===== src/rtl/uart_pkg.sv =====
// Shared UART definitions: baud selects, divisors, FSM states.
// Used by the transmitter and the companion receiver.
package uart_pkg;

  localparam int unsigned DEF_CLK_FREQ = 50_000_000;
  localparam int DIV_W = 15;

  localparam logic [1:0] BAUD_2400   = 2'b00;
  localparam logic [1:0] BAUD_9600   = 2'b01;
  localparam logic [1:0] BAUD_57600  = 2'b10;
  localparam logic [1:0] BAUD_115200 = 2'b11;

  localparam logic [DIV_W-1:0] DIV_2400   = 15'(DEF_CLK_FREQ / 2400);
  localparam logic [DIV_W-1:0] DIV_9600   = 15'(DEF_CLK_FREQ / 9600);
  localparam logic [DIV_W-1:0] DIV_57600  = 15'(DEF_CLK_FREQ / 57600);
  localparam logic [DIV_W-1:0] DIV_115200 = 15'(DEF_CLK_FREQ / 115200);

  typedef enum logic [1:0] {
    ST_IDLE  = 2'b00,
    ST_START = 2'b01,
    ST_DATA  = 2'b10,
    ST_STOP  = 2'b11
  } uart_state_e;

  function automatic logic [DIV_W-1:0] baud_div(
    input logic [1:0]  sel,
    input int unsigned clk_freq
  );
    int unsigned d;
    d = clk_freq / 115200;
    unique case (sel)
      BAUD_2400:   d = clk_freq / 2400;
      BAUD_9600:   d = clk_freq / 9600;
      BAUD_57600:  d = clk_freq / 57600;
      BAUD_115200: d = clk_freq / 115200;
    endcase
    return d[DIV_W-1:0];
  endfunction

endpackage


===== src/rtl/uart_tx_prescaled_baud.sv =====
// Baud-rate tick generator: counts 0..div-1, ticks on the last count.
// Held at zero while clear is high so each frame starts a fresh period.
module baud_tick_gen
  import uart_pkg::*;
(
  input  logic             clock,
  input  logic             reset_n,
  input  logic             clear,
  input  logic [DIV_W-1:0] div,
  output logic             tick
);

  logic [DIV_W-1:0] cnt_q;
  logic [DIV_W-1:0] cnt_d;

  assign tick = !clear && (cnt_q == div - 15'd1);

  // next count: hold at zero on clear, wrap on tick
  always_comb begin
    cnt_d = cnt_q + 15'd1;
    if (clear || tick) begin
      cnt_d = '0;
    end
  end

  // counter register
  always_ff @(posedge clock or negedge reset_n) begin
    if (!reset_n) begin
      cnt_q <= '0;
    end else begin
      cnt_q <= cnt_d;
    end
  end

endmodule


===== src/rtl/uart_tx_prescaled.sv =====
// 8N1 UART transmitter with per-frame latched baud prescaler.
// Outputs are registered one cycle behind the frame state.
module uart_tx_prescaled
  import uart_pkg::*;
#(
  parameter int unsigned CLK_FREQ = 50_000_000
) (
  input  logic       clock,
  input  logic       reset_n,
  input  logic [7:0] tx_data,
  input  logic       tx_start,
  input  logic [1:0] baudrate_sel,
  output logic       tx,
  output logic       tx_busy,
  output logic       tx_done
);

  localparam logic [DIV_W-1:0] DIV0 = baud_div(BAUD_2400, CLK_FREQ);
  localparam logic [DIV_W-1:0] DIV1 = baud_div(BAUD_9600, CLK_FREQ);
  localparam logic [DIV_W-1:0] DIV2 = baud_div(BAUD_57600, CLK_FREQ);
  localparam logic [DIV_W-1:0] DIV3 = baud_div(BAUD_115200, CLK_FREQ);

  uart_state_e      state_q, state_d;
  logic [7:0]       shift_q, shift_d;
  logic [2:0]       idx_q, idx_d;
  logic [DIV_W-1:0] div_q, div_d;
  logic             tx_q, tx_d;
  logic             busy_q, busy_d;
  logic             done_q, done_d;
  logic [DIV_W-1:0] sel_div;
  logic             tick;

  baud_tick_gen u_tick (
    .clock   (clock),
    .reset_n (reset_n),
    .clear   (state_q == ST_IDLE),
    .div     (div_q),
    .tick    (tick)
  );

  // divisor for the currently selected rate
  always_comb begin
    sel_div = DIV3;
    unique case (baudrate_sel)
      BAUD_2400:   sel_div = DIV0;
      BAUD_9600:   sel_div = DIV1;
      BAUD_57600:  sel_div = DIV2;
      BAUD_115200: sel_div = DIV3;
    endcase
  end

  // frame sequencing: start, eight data bits LSB first, stop
  always_comb begin
    state_d = state_q;
    shift_d = shift_q;
    idx_d   = idx_q;
    div_d   = div_q;
    unique case (state_q)
      ST_IDLE: begin
        if (tx_start) begin
          shift_d = tx_data;
          div_d   = sel_div;
          idx_d   = 3'd0;
          state_d = ST_START;
        end
      end
      ST_START: begin
        if (tick) begin
          idx_d   = 3'd0;
          state_d = ST_DATA;
        end
      end
      ST_DATA: begin
        if (tick) begin
          shift_d = {1'b0, shift_q[7:1]};
          idx_d   = idx_q + 3'd1;
          if (idx_q == 3'd7) begin
            state_d = ST_STOP;
          end
        end
      end
      ST_STOP: begin
        if (tick) begin
          state_d = ST_IDLE;
        end
      end
    endcase
  end

  // output values derived from the current frame state
  always_comb begin
    tx_d = 1'b1;
    unique case (state_q)
      ST_START: tx_d = 1'b0;
      ST_DATA:  tx_d = shift_q[0];
      ST_IDLE,
      ST_STOP:  tx_d = 1'b1;
    endcase
    busy_d = (state_q != ST_IDLE);
    done_d = (state_q == ST_IDLE) && busy_q;
  end

  // state and output registers
  always_ff @(posedge clock or negedge reset_n) begin
    if (!reset_n) begin
      state_q <= ST_IDLE;
      shift_q <= '0;
      idx_q   <= '0;
      div_q   <= '0;
      tx_q    <= 1'b1;
      busy_q  <= 1'b0;
      done_q  <= 1'b0;
    end else begin
      state_q <= state_d;
      shift_q <= shift_d;
      idx_q   <= idx_d;
      div_q   <= div_d;
      tx_q    <= tx_d;
      busy_q  <= busy_d;
      done_q  <= done_d;
    end
  end

  assign tx      = tx_q;
  assign tx_busy = busy_q;
  assign tx_done = done_q;

endmodule


===== config.mk =====
export PLATFORM = sky130hd
export DESIGN_NAME = uart_tx_prescaled
export DESIGN_NICKNAME = d
export VERILOG_FILES = /design/src/rtl/uart_pkg.sv /design/src/rtl/uart_tx_prescaled_baud.sv /design/src/rtl/uart_tx_prescaled.sv
export SDC_FILE = /design/constraint.sdc
export NUM_CORES = 1
export LEC_CHECK = 0
export BUFFER_PORTS_ARGS = -buffer_cell sky130_fd_sc_hd__buf_2
export CORE_MARGIN = 8
export CORE_UTILIZATION = 30
export CTS_CLUSTER_DIAMETER = 40
export DETAILED_ROUTE_END_ITERATION = 8
export PLACE_DENSITY = 0.44
export REMOVE_ABC_BUFFERS = 1
export SETUP_SLACK_MARGIN = 0.3
export SLEW_MARGIN = 15
export SYNTH_ARGS = -nofsm -noshare
export SYNTH_HDL_FRONTEND = slang
export SYNTH_SLANG_ARGS = --single-unit

===== constraint.sdc =====
create_clock -name clock -period 2.9 [get_ports clock]
set_clock_uncertainty 0.1 [all_clocks]
set_input_delay 0.435 -clock clock [delete_from_list [all_inputs] [get_ports clock]]
set_output_delay 0.435 -clock clock [all_outputs]
set_load 0.05 [all_outputs]

==> results_dict.tcl, run 1 <==
set metrics [dict create \
    outcome "completed" \
    grt_pass1_vias 1759 \
    ys_top_cells_by_area "dfrtp_1 (43%), xnor2_1 (6.7%), ha_1 (4.5%)" \
    clk_latency_ns 0.29 \
    cts_root_buf "clkbuf_8" \
    synth_commonest_cells "dfrtp_1 (38), nor2_1 (25), xnor2_1 (17)" \
    yosysUniqueCellTypes 50 \
    chipWidth_um 102 \
    max_stage_delay_ns 0.50 \
    synth_seq_area_share_pct 44.0 \
    cts_htree_levels 2 \
    rr_worst_depth 9 \
    r2r_slack_ns 0.12 \
    arrival_ns 2.86 \
    synth_cells 223 \
    cts_hold_buf 0 \
    place.port_buffers 15 \
    initial_core_util_pct 30.8 \
    layout_min_cycle_time_ns 2.78 \
    vdd_drop_max_mv 0.202 \
    core_area_sq_um 7210 \
    globalRouteTotalUtil_pct 10.6 \
    drive_gt1_share_pct 23.7 \
    drc 0 \
    routabilityCongestion 0.800 \
    critPathRequiredTime_ns 2.98 \
    syn_area_per_cell_sq_um 9.95 \
    max_freq_mhz 360 \
    ant_nets 0 \
    hold_path_class "input port to async pin" \
    wirelength_mm 5.04 \
    r2r-end "idx_q[0]$_DFFE_PN0P_" \
    grt-ovfl-total 0 \
    place_hpwl_mm 3.61 \
    critPathLaunchType "register" \
    syn-cell-area_sq_um 2220 \
    multi_input_area_sq_um 1220 \
    critPathMaxFanout 6 \
    path_class "register to register" \
    tightest_slew_ns 0.892 \
    end_kind "register" \
    rows 31 \
    finalNetCount 277 \
    grt_pass1_wl_mm 8.65 \
    synth_top_area_share_pct 42.8 \
    r2r-start "div_q[7]$_DFFE_PN0P_" \
    vias 1669 \
    p_per_area_nw_per_um2 351 \
    insertedDiodeCount 0 \
    routedWlPerCell_um 14.1 \
    dieArea_sq_um 10400 \
    pre_cts_slack_ns 0.0507 \
    viasPerCell 4.69 \
    die_y_um 102 \
    period_share_pct 95.9 \
    final_core_utilization_pct 37.0 \
    syn2layout_area_growth_pct 20.3 \
    yosysTopAreaCell "dfrtp_1" \
    grt_max_degree 40 \
    drtIter0Drc 57 \
    cts_tree "done" \
    fin_hold_ws_ns 0.165 \
    clk_pin_slew_ns 0.08 \
    synth.most_common_cell "dfrtp_1" \
    timing.setup.tns_ns 0 \
    slew_headroom_pct 40.5 \
    leakagePower_uw 0.00121 \
    crit_chain "inv_2 > ha_4 > or4b_4 > o22ai_2 > a31o_1 > o221ai_2 > a211o_1 > a221o_1 > mux2_4" \
    antenna_found_initial 0 \
    yosys_register_bits 39 \
    drv_cap 0 \
    cts_max_path_buffers 2 \
    synth_edf_count 0 \
    dr.pass1.iters 4 \
    setup_viol 0 \
    power.total_uw 937 \
    slew_viol_final 0 \
    fin_ws_ns 0.120 \
    hold_viol 0 \
    rsz0062_at_grt "yes" \
    critPathSlowestCell "or4b_4" \
    pin_count 16 \
    cts.sinks 39 \
    ys.flop_type "dfrtp_1" \
    numCtsBuffers 5 \
    nFillCells 764 \
    async_flop_share_pct 100 \
    regArea_sq_um 977 \
    critPathBufInv 1 \
    yosysWarnings 0 \
    crit_family "compound AO/OA/AOI/OAI gates" \
]
==> worst max-delay path by stage <==
stage                                    start                   end  depth (start not counted)
after CTS                 div_q[0]$_DFFE_PN0P_  idx_q[0]$_DFFE_PN0P_                          9
after detailed placement  div_q[0]$_DFFE_PN0P_  idx_q[0]$_DFFE_PN0P_                          9
after global placement    div_q[0]$_DFFE_PN0P_  idx_q[0]$_DFFE_PN0P_                          9
final                     div_q[7]$_DFFE_PN0P_  idx_q[0]$_DFFE_PN0P_                          9
after floorplan           div_q[0]$_DFFE_PN0P_  idx_q[0]$_DFFE_PN0P_                          9
after global routing      div_q[7]$_DFFE_PN0P_  idx_q[0]$_DFFE_PN0P_                          9
==> layout make-up <==
type                       count  share of cell area [%]
sequential                    39                    36.6
clock buffer                   6                    2.72
clock inverter                 2                   0.515
tap                           99                    4.64
timing repair buffer          32                    8.01
multi-input combinational    166                    45.9
inverter                      12                    1.69
==> flip-flops by register name, summed over array words and instances (netlist names) <==
register      cells
u_tick.cnt_q     15
div_q             8
shift_q           8
idx_q             3
state_q           2
tx                1
tx_busy           1
tx_done           1
==> layer usage <==
layer  track usage (%)  share of wire, %  vias up
li1                  -                 -      851
met1              13.7                49      791
met2              16.5                46       22
met3              2.79               3.7        5
met4              4.18               1.3        0
met5                 0                 0        -
==> power breakdown <==
part           internal [uW]  total, uW  leakage, uW  switching (uW)
Sequential               543        543     0.000490               0
Clock                    170        373    0.0000452             203
Combinational           6.18       20.1     0.000676            13.9
==> worst register-to-register path: stages, from the launching register on <==
cell	delay (ns)
dfrtp_1	0.39
inv_2	0.08
ha_4	0.13
or4b_4	0.50
o22ai_2	0.19
a31o_1	0.19
o221ai_2	0.11
a211o_1	0.35
a221o_1	0.37
mux2_4	0.26
==> metrics by stage <==
| stage | instances | instance area [sq um] |
|---|---|---|
| floorplan | 217 | 2180 |
| global placement | 344 | 2480 |
| detailed placement | 344 | 2480 |
| CTS | 354 | 2590 |
| global route | 356 | 2670 |
| finish | 356 | 2670 |
==> layout by cell type (no fill, tap or decap), types with 2 or more instances in the layout <==
cell	n
nand2_2	2
ha_1	7
xnor2_1	17
and2_1	2
o21a_1	2
or3_1	5
dfrtp_1	38
inv_1	10
nand2_1	13
nand2b_1	2
clkbuf_8	5
nor3_1	3
nand4_1	3
a22o_1	9
a21o_1	9
o21ai_0	10
and3_1	5
buf_4	15
a21oi_1	4
inv_2	2
nand3_1	9
buf_2	15
xor2_1	8
nor2_2	4
nor4_2	3
nor2_1	22
==> cell families (layout without fill, tap and decap cells) <==
group,Yosys count,after routing,synth area share (%)
adders and majority gates,8,8,4.51
DFF,39,39,44.0
xor gates and xnor gates,26,26,10.9
buffers and inverters,18,52,3.61
and+or+nand+nor,82,82,19.0
AOI/OAI and AO/OA,48,48,16.7
muxes,2,2,1.18
==> timing repair <==
item	4_1_cts	5_1_grt
pin swaps	7	9
hold endpoints to repair	0	0
resized for setup	2	16
setup endpoints to repair	25	27
setup buffers	2	2
No activity file was read; power rests on OpenSTA's default activity.
==> run 2, diff against run 1 <==
--- a/config.mk
+++ b/config.mk
@@ -5,12 +5,12 @@
 export SDC_FILE = /design/constraint.sdc
 export NUM_CORES = 1
 export LEC_CHECK = 0
+export ABC_AREA = 1
 export BUFFER_PORTS_ARGS = -buffer_cell sky130_fd_sc_hd__buf_2
-export CORE_MARGIN = 8
 export CORE_UTILIZATION = 30
 export CTS_CLUSTER_DIAMETER = 40
 export DETAILED_ROUTE_END_ITERATION = 8
-export PLACE_DENSITY = 0.44
+export PLACE_DENSITY_LB_ADDON = 0.3
 export REMOVE_ABC_BUFFERS = 1
 export SETUP_SLACK_MARGIN = 0.3
 export SLEW_MARGIN = 15
==> run 2 against run 1 <==
Critical path depth did not move. Critical path type unchanged. Largest cell class unchanged. Combinational power rose to 61 times the previous value. Synthesized cell count rose by 48%. Sequential power rose by 62%. Fmax rose by 19%. Setup slack improved by 0.45 ns. Cell count rose by 26%.
==> results_dict.tcl, run 2 <==
set metrics [dict create \
    max_flop_register "u_tick.cnt_q" \
    placed_cells 442 \
    drive_gt1_share_pct 12.4 \
    critPathRequiredTime_ns 2.99 \
    routedWlPerCell_um 11.3 \
    vdd_drop_max_mv 0.376 \
    period_share_pct 80.4 \
    path_common_cell "nand2_1" \
    synth_seq_area_share_pct 40.8 \
    critPathLaunchType "register" \
    dieArea_sq_um 8340 \
    cts_hold_buf 0 \
    finalNetCount 368 \
    cts_root_buf "clkbuf_8" \
    hold_viol 0 \
    grt_pass1_wl_mm 8.80 \
    yosys_register_bits 39 \
    ys_top_cells_by_area "dfrtp_1 (40%), nand2_1 (19%), inv_1 (6.0%)" \
    layout.cells.non_filler 450 \
    outcome "completed" \
    post_cts_resized 0 \
    rows 32 \
    grt_max_degree 40 \
    layout_min_cycle_time_ns 2.33 \
    critPathSlowestCell "dfrtp_1" \
    chipWidth_um 91.3 \
    vias 2013 \
    post-cts-setup-buffers 0 \
    syn_area_per_cell_sq_um 7.27 \
    place_hpwl_mm 3.83 \
    routabilityCongestion 0.824 \
    wirelength_mm 5.11 \
    critPathMaxFanout 12 \
    cts_max_path_buffers 2 \
    synth.most_common_cell "nand2_1" \
    drc 0 \
    synth_commonest_cells "nand2_1 (118), dfrtp_1 (38), inv_1 (38)" \
    pin_count 16 \
    max_freq_mhz 429 \
    clk_pin_slew_ns 0.08 \
    tightest_slew_ns 0.910 \
    yosysUniqueCellTypes 33 \
    yosysWarnings 0 \
    dr.pass1.iters 5 \
    syn2layout_area_growth_pct 10.5 \
    grt_pass1_vias 1914 \
    syn-cell-area_sq_um 2390 \
    slew_headroom_pct 39.4 \
    path_class "register to register" \
    async_flop_share_pct 100 \
    viasPerCell 4.47 \
    rsz0062_at_grt "no" \
    crit_chain "inv_1 > ha_1 > inv_1 > o21ai_0 > or3_1 > nand2_4 > nand2_1 > nand2_1 > nand2_1" \
    cts_tree "done" \
    timing.setup.tns_ns 0 \
    grt-ovfl-total 0 \
    place.port_buffers 15 \
    leakagePower_uw 0.00138 \
    p_per_area_nw_per_um2 933 \
    max_stage_delay_ns 0.40 \
    initial_core_util_pct 31.0 \
    insertedDiodeCount 0 \
    die_y_um 91.3 \
    numCtsBuffers 5 \
    largest_register_ffs 15 \
    synth_edf_count 0 \
    core_area_sq_um 7730 \
    drv_cap 0 \
    cts.sinks 39 \
    ant_nets 0 \
    layout_common_cells "nand2_1 (118), inv_1 (38), dfrtp_1 (38)" \
    end_kind "register" \
    arrival_ns 2.42 \
    fin_ws_ns 0.568 \
    globalRouteTotalUtil_pct 13.1 \
    slew_viol_final 0 \
    clk_latency_ns 0.30 \
    top_regs "u_tick.cnt_q x15, div_q x8, shift_q x8" \
    synth_cells 329 \
    mostFrequentLayoutCell "nand2_1" \
    cts_htree_levels 2 \
    yosysTopAreaCell "dfrtp_1" \
    drtIter0Drc 82 \
    hold_path_class "input port to async pin" \
    setup_viol 0 \
    ys.flop_type "dfrtp_1" \
    synth_top_area_share_pct 39.7 \
    pre_cts_slack_ns 0.553 \
    antenna_found_initial 0 \
]
run 2: cell types whose count changed after synthesis, sizes merged, moves of 4 or more:
cell | previous run | this run
a22o | 9 | 0
inv | 12 | 39
nor2 | 26 | 37
xnor2 | 17 | 4
a21o | 9 | 0
and3 | 5 | 0
nand3 | 9 | 26
or3 | 5 | 1
nand2 | 15 | 126
run 2: through the flow:
stage          area [sq um]  power [uW]  util [%]  hold slack (ns)
3_5_place_dp           2560        2120      33.1            0.359
5_1_grt                2640        2720      34.2            0.245
3_3_place_gp           2560        2110      33.1            0.350
4_1_cts                2640        2500      34.2            0.205
6_report               2640        2470      34.2            0.160
2_1_floorplan          2360        1820         -           0.0394
run 2: final cells by class:
cell class | count | area, sq um
Clock buffer | 5 | 68.8
Clock inverter | 3 | 15.0
Fill cell | 823 | 5080
Inverter | 41 | 154
Multi-Input combinational cell | 245 | 1220
Sequential cell | 39 | 977
Tap cell | 102 | 128
Timing Repair Buffer | 15 | 75.1
run 2: worst max-delay path: cells and delay by family (launching register included):
family	cells	cell delay, ns
DFF	1	0.40
buffers and inverters	2	0.41
adders and majority gates	1	0.35
AOI/OAI and AO/OA	1	0.24
and+or+nand+nor	5	0.73
run 2: kinds of logic after synthesis:
logic type | after synthesis | share of synthesized area, %
AND/OR/NAND/NOR | 203 | 37.8
adder cells (fa/ha/maj) | 8 | 4.18
AO/OA/AOI/OAI | 22 | 4.86
buffers and inverters | 45 | 7.95
flip-flops | 39 | 40.8
XOR/XNOR | 12 | 4.39
run 2: final timing paths:
path / slack, ns / cells after the start / start / to
max: 0.57 / 9 / state_q[0]$_DFFE_PN0P_ / idx_q[0]$_DFFE_PN0P_
min: 0.16 / 1 / reset_n / u_tick.cnt_q[2]$_DFF_PN0_
max reg2reg: 0.57 / 9 / state_q[0]$_DFFE_PN0P_ / idx_q[0]$_DFFE_PN0P_
min reg2reg: 0.37 / 2 / tx_busy$_DFF_PN0_ / tx_done$_DFF_PN0_
max in group asynchronous: 1.96 / 1 / reset_n / tx_done$_DFF_PN0_
min in group clock: 0.27 / 2 / baudrate_sel[0] / div_q[0]$_DFFE_PN0P_
run 2: where the power goes:
group	switching (uW)	leakage (uW)	internal, uW
logic	822	0.000826	396
clock network	202	0.0000477	165
registers	158	0.000502	723
run 2: layer usage:
| metal | GRT usage, % | wire [um] |
|---|---|---|
| met2 | 22.3 | 2340 |
| met1 | 16.5 | 2550 |
| met3 | 4.10 | 206 |
| met4 | 1.85 | 7 |
| met5 | 0 | 0 |
==> run 3, diff against run 2 <==
--- a/config.mk
+++ b/config.mk
@@ -5,7 +5,7 @@
 export SDC_FILE = /design/constraint.sdc
 export NUM_CORES = 1
 export LEC_CHECK = 0
-export ABC_AREA = 1
+export ABC_AREA = 0
 export BUFFER_PORTS_ARGS = -buffer_cell sky130_fd_sc_hd__buf_2
 export CORE_UTILIZATION = 30
 export CTS_CLUSTER_DIAMETER = 40
==> constraint.sdc (replaced) <==
create_clock -name clock -period 2.4 [get_ports clock]
set_clock_uncertainty 0.1 [all_clocks]
set_input_delay 0.36 -clock clock [delete_from_list [all_inputs] [get_ports clock]]
set_output_delay 0.36 -clock clock [all_outputs]
set_load 0.05 [all_outputs]
==> run 3 against run 2 <==
The run now ends with setup timing left. Cell area grew 7.8%. Sequential power down 25%. Via count shrank 11%. Core utilization increased by 6.6 points. Wire length down 2.3%. Critical path type unchanged. Highest routed layer unchanged.
==> results_dict.tcl, run 3 (synthesis gave the netlist of run 1 again) <==
set metrics [dict create \
    pin_count 16 \
    dieArea_sq_um 7750 \
    r2r-end "idx_q[0]$_DFFE_PN0P_" \
    routedWlPerCell_um 13.3 \
    p_per_area_nw_per_um2 408 \
    nFillCells 693 \
    period_share_pct 118 \
    violations "setup timing" \
    top_regs "u_tick.cnt_q x15, div_q x8, shift_q x8" \
    clk_pin_slew_ns 0.09 \
    drc 0 \
    layout_common_cells "dfrtp_1 (38), buf_4 (35), nor2_1 (22)" \
    viasPerCell 4.75 \
    crit_chain "buf_4 > or4bb_4 > nor4_4 > a31o_1 > o221ai_2 > a211o_1 > a221o_1 > mux2_4" \
    place.port_buffers 15 \
    rows 30 \
    rr_worst_depth 8 \
    hold_path_class "input port to async pin" \
    critPathRequiredTime_ns 2.48 \
    finalNetCount 299 \
    grt_pass1_wl_mm 8.77 \
    drv_cap 0 \
    grt_pass1_vias 1822 \
    critPathCapture "idx_q[0]$_DFFE_PN0P_" \
    critPathLaunchType "register" \
    insertedDiodeCount 0 \
    numCtsBuffers 5 \
    place_hpwl_mm 3.54 \
    placed_cells 361 \
    drtIter0Drc 48 \
    timing.setup.tns_ns -5.54 \
    max_stage_delay_ns 0.54 \
    routabilityCongestion 0.807 \
    critPathSlowestCell "or4bb_4" \
    cts_max_path_buffers 2 \
    slew_headroom_pct 41.5 \
    r2r_slack_ns -0.42 \
    antenna_found_initial 0 \
    grt-ovfl-total 0 \
    critPathMaxFanout 5 \
    hold_viol 0 \
    arrival_ns 2.91 \
    max_freq_mhz 354 \
    tightest_slew_ns 0.878 \
    crit_family "compound AO/OA/AOI/OAI gates" \
    ant_nets 0 \
    wirelength_mm 4.99 \
    power.total_uw 1160 \
    syn2layout_area_growth_pct 28.4 \
    cts_root_buf "clkbuf_8" \
    drive_gt1_share_pct 29.7 \
    mostFrequentLayoutCell "dfrtp_1" \
    vdd_drop_max_mv 0.208 \
    core_area_sq_um 6980 \
    final_core_utilization_pct 40.8 \
    initial_core_util_pct 31.8 \
    layout_min_cycle_time_ns 2.82 \
    critPathBufInv 1 \
    grt_max_degree 40 \
    pre_cts_slack_ns -0.409 \
    fin_ws_ns -0.422 \
    chipWidth_um 88.0 \
    clk_latency_ns 0.30 \
    dr.pass1.iters 4 \
    slew_viol_final 0 \
    vias 1783 \
    globalRouteTotalUtil_pct 14.8 \
    r2r-start "div_q[10]$_DFFE_PN0P_" \
    max_flop_register "u_tick.cnt_q" \
    outcome "finished, violations left" \
    layout.cells.non_filler 375 \
    rsz0062_at_grt "yes" \
    worst-path-stages 8 \
    path_class "register to register" \
    largest_register_ffs 15 \
    die_y_um 88.0 \
    startpoint "div_q[10]$_DFFE_PN0P_" \
    cts.sinks 39 \
    end_kind "register" \
    cts_tree "done" \
    setup_viol 27 \
    cts_htree_levels 2 \
    cts_hold_buf 0 \
    leakagePower_uw 0.00133 \
]
==> run 3: changes by cell type in the layout (fill, tap and decap cells not counted), moves of 13 or more <==
cell     delta
nand2_1   -104
nand3_1    -16
xnor2_1    +13
buf_4      +35
inv_1      -28
==> run 3: stage by stage <==
step | hold slack, ns | cell area [sq um]
final | 0.0818 | 2850
after floorplan | -0.0356 | 2180
after detailed placement | 0.370 | 2630
after CTS | 0.114 | 2790
after global placement | 0.362 | 2630
after global routing | 0.155 | 2850
==> run 3: worst min-delay path by stage <==
stage	to	slack (ns)	depth (start not counted)
2_1_floorplan	div_q[0]$_DFFE_PN0P_	-0.04	0
3_3_place_gp	tx_done$_DFF_PN0_	0.36	1
3_5_place_dp	shift_q[2]$_DFFE_PN0P_	0.37	1
4_1_cts	u_tick.cnt_q[1]$_DFF_PN0_	0.11	1
5_1_grt	u_tick.cnt_q[5]$_DFF_PN0_	0.15	1
6_report	shift_q[7]$_DFFE_PN0P_	0.08	1
==> run 3: area by class of cell <==
class,instances,area [sq um],share of cell area [%]
clock inverters,2,16.3,0.571
repair buffers,54,383,13.4
multi-input cells,166,1220,43.0
flip-flops and latches,39,977,34.3
clock buffers,6,82.6,2.90
inverters,12,45.0,1.58
well taps,96,120,4.22
==> run 3: timing repair <==
action,4_1_cts,5_1_grt
setup buffers,5,1
endpoints found under the setup margin,28,28
gates resized for setup,8,11
pin swaps,8,9
==> run 3: per-layer routing <==
layer,wire length (um),part of all wire [%],vias up,GRT usage [%]
met5,0,0,-,0
met3,116,2.3,5,2.83
met1,2520,50,859,20.1
met4,70,1.4,0,5.28
li1,-,-,894,-
met2,2290,46,25,23.7
==> run 3: power by group <==
group	internal [uW]	switching [uW]	total [uW]	leakage, uW
sequential	657	0	657	0.000490
combinational	7.49	17.0	24.5	0.000796
clock	235	248	482	0.0000474
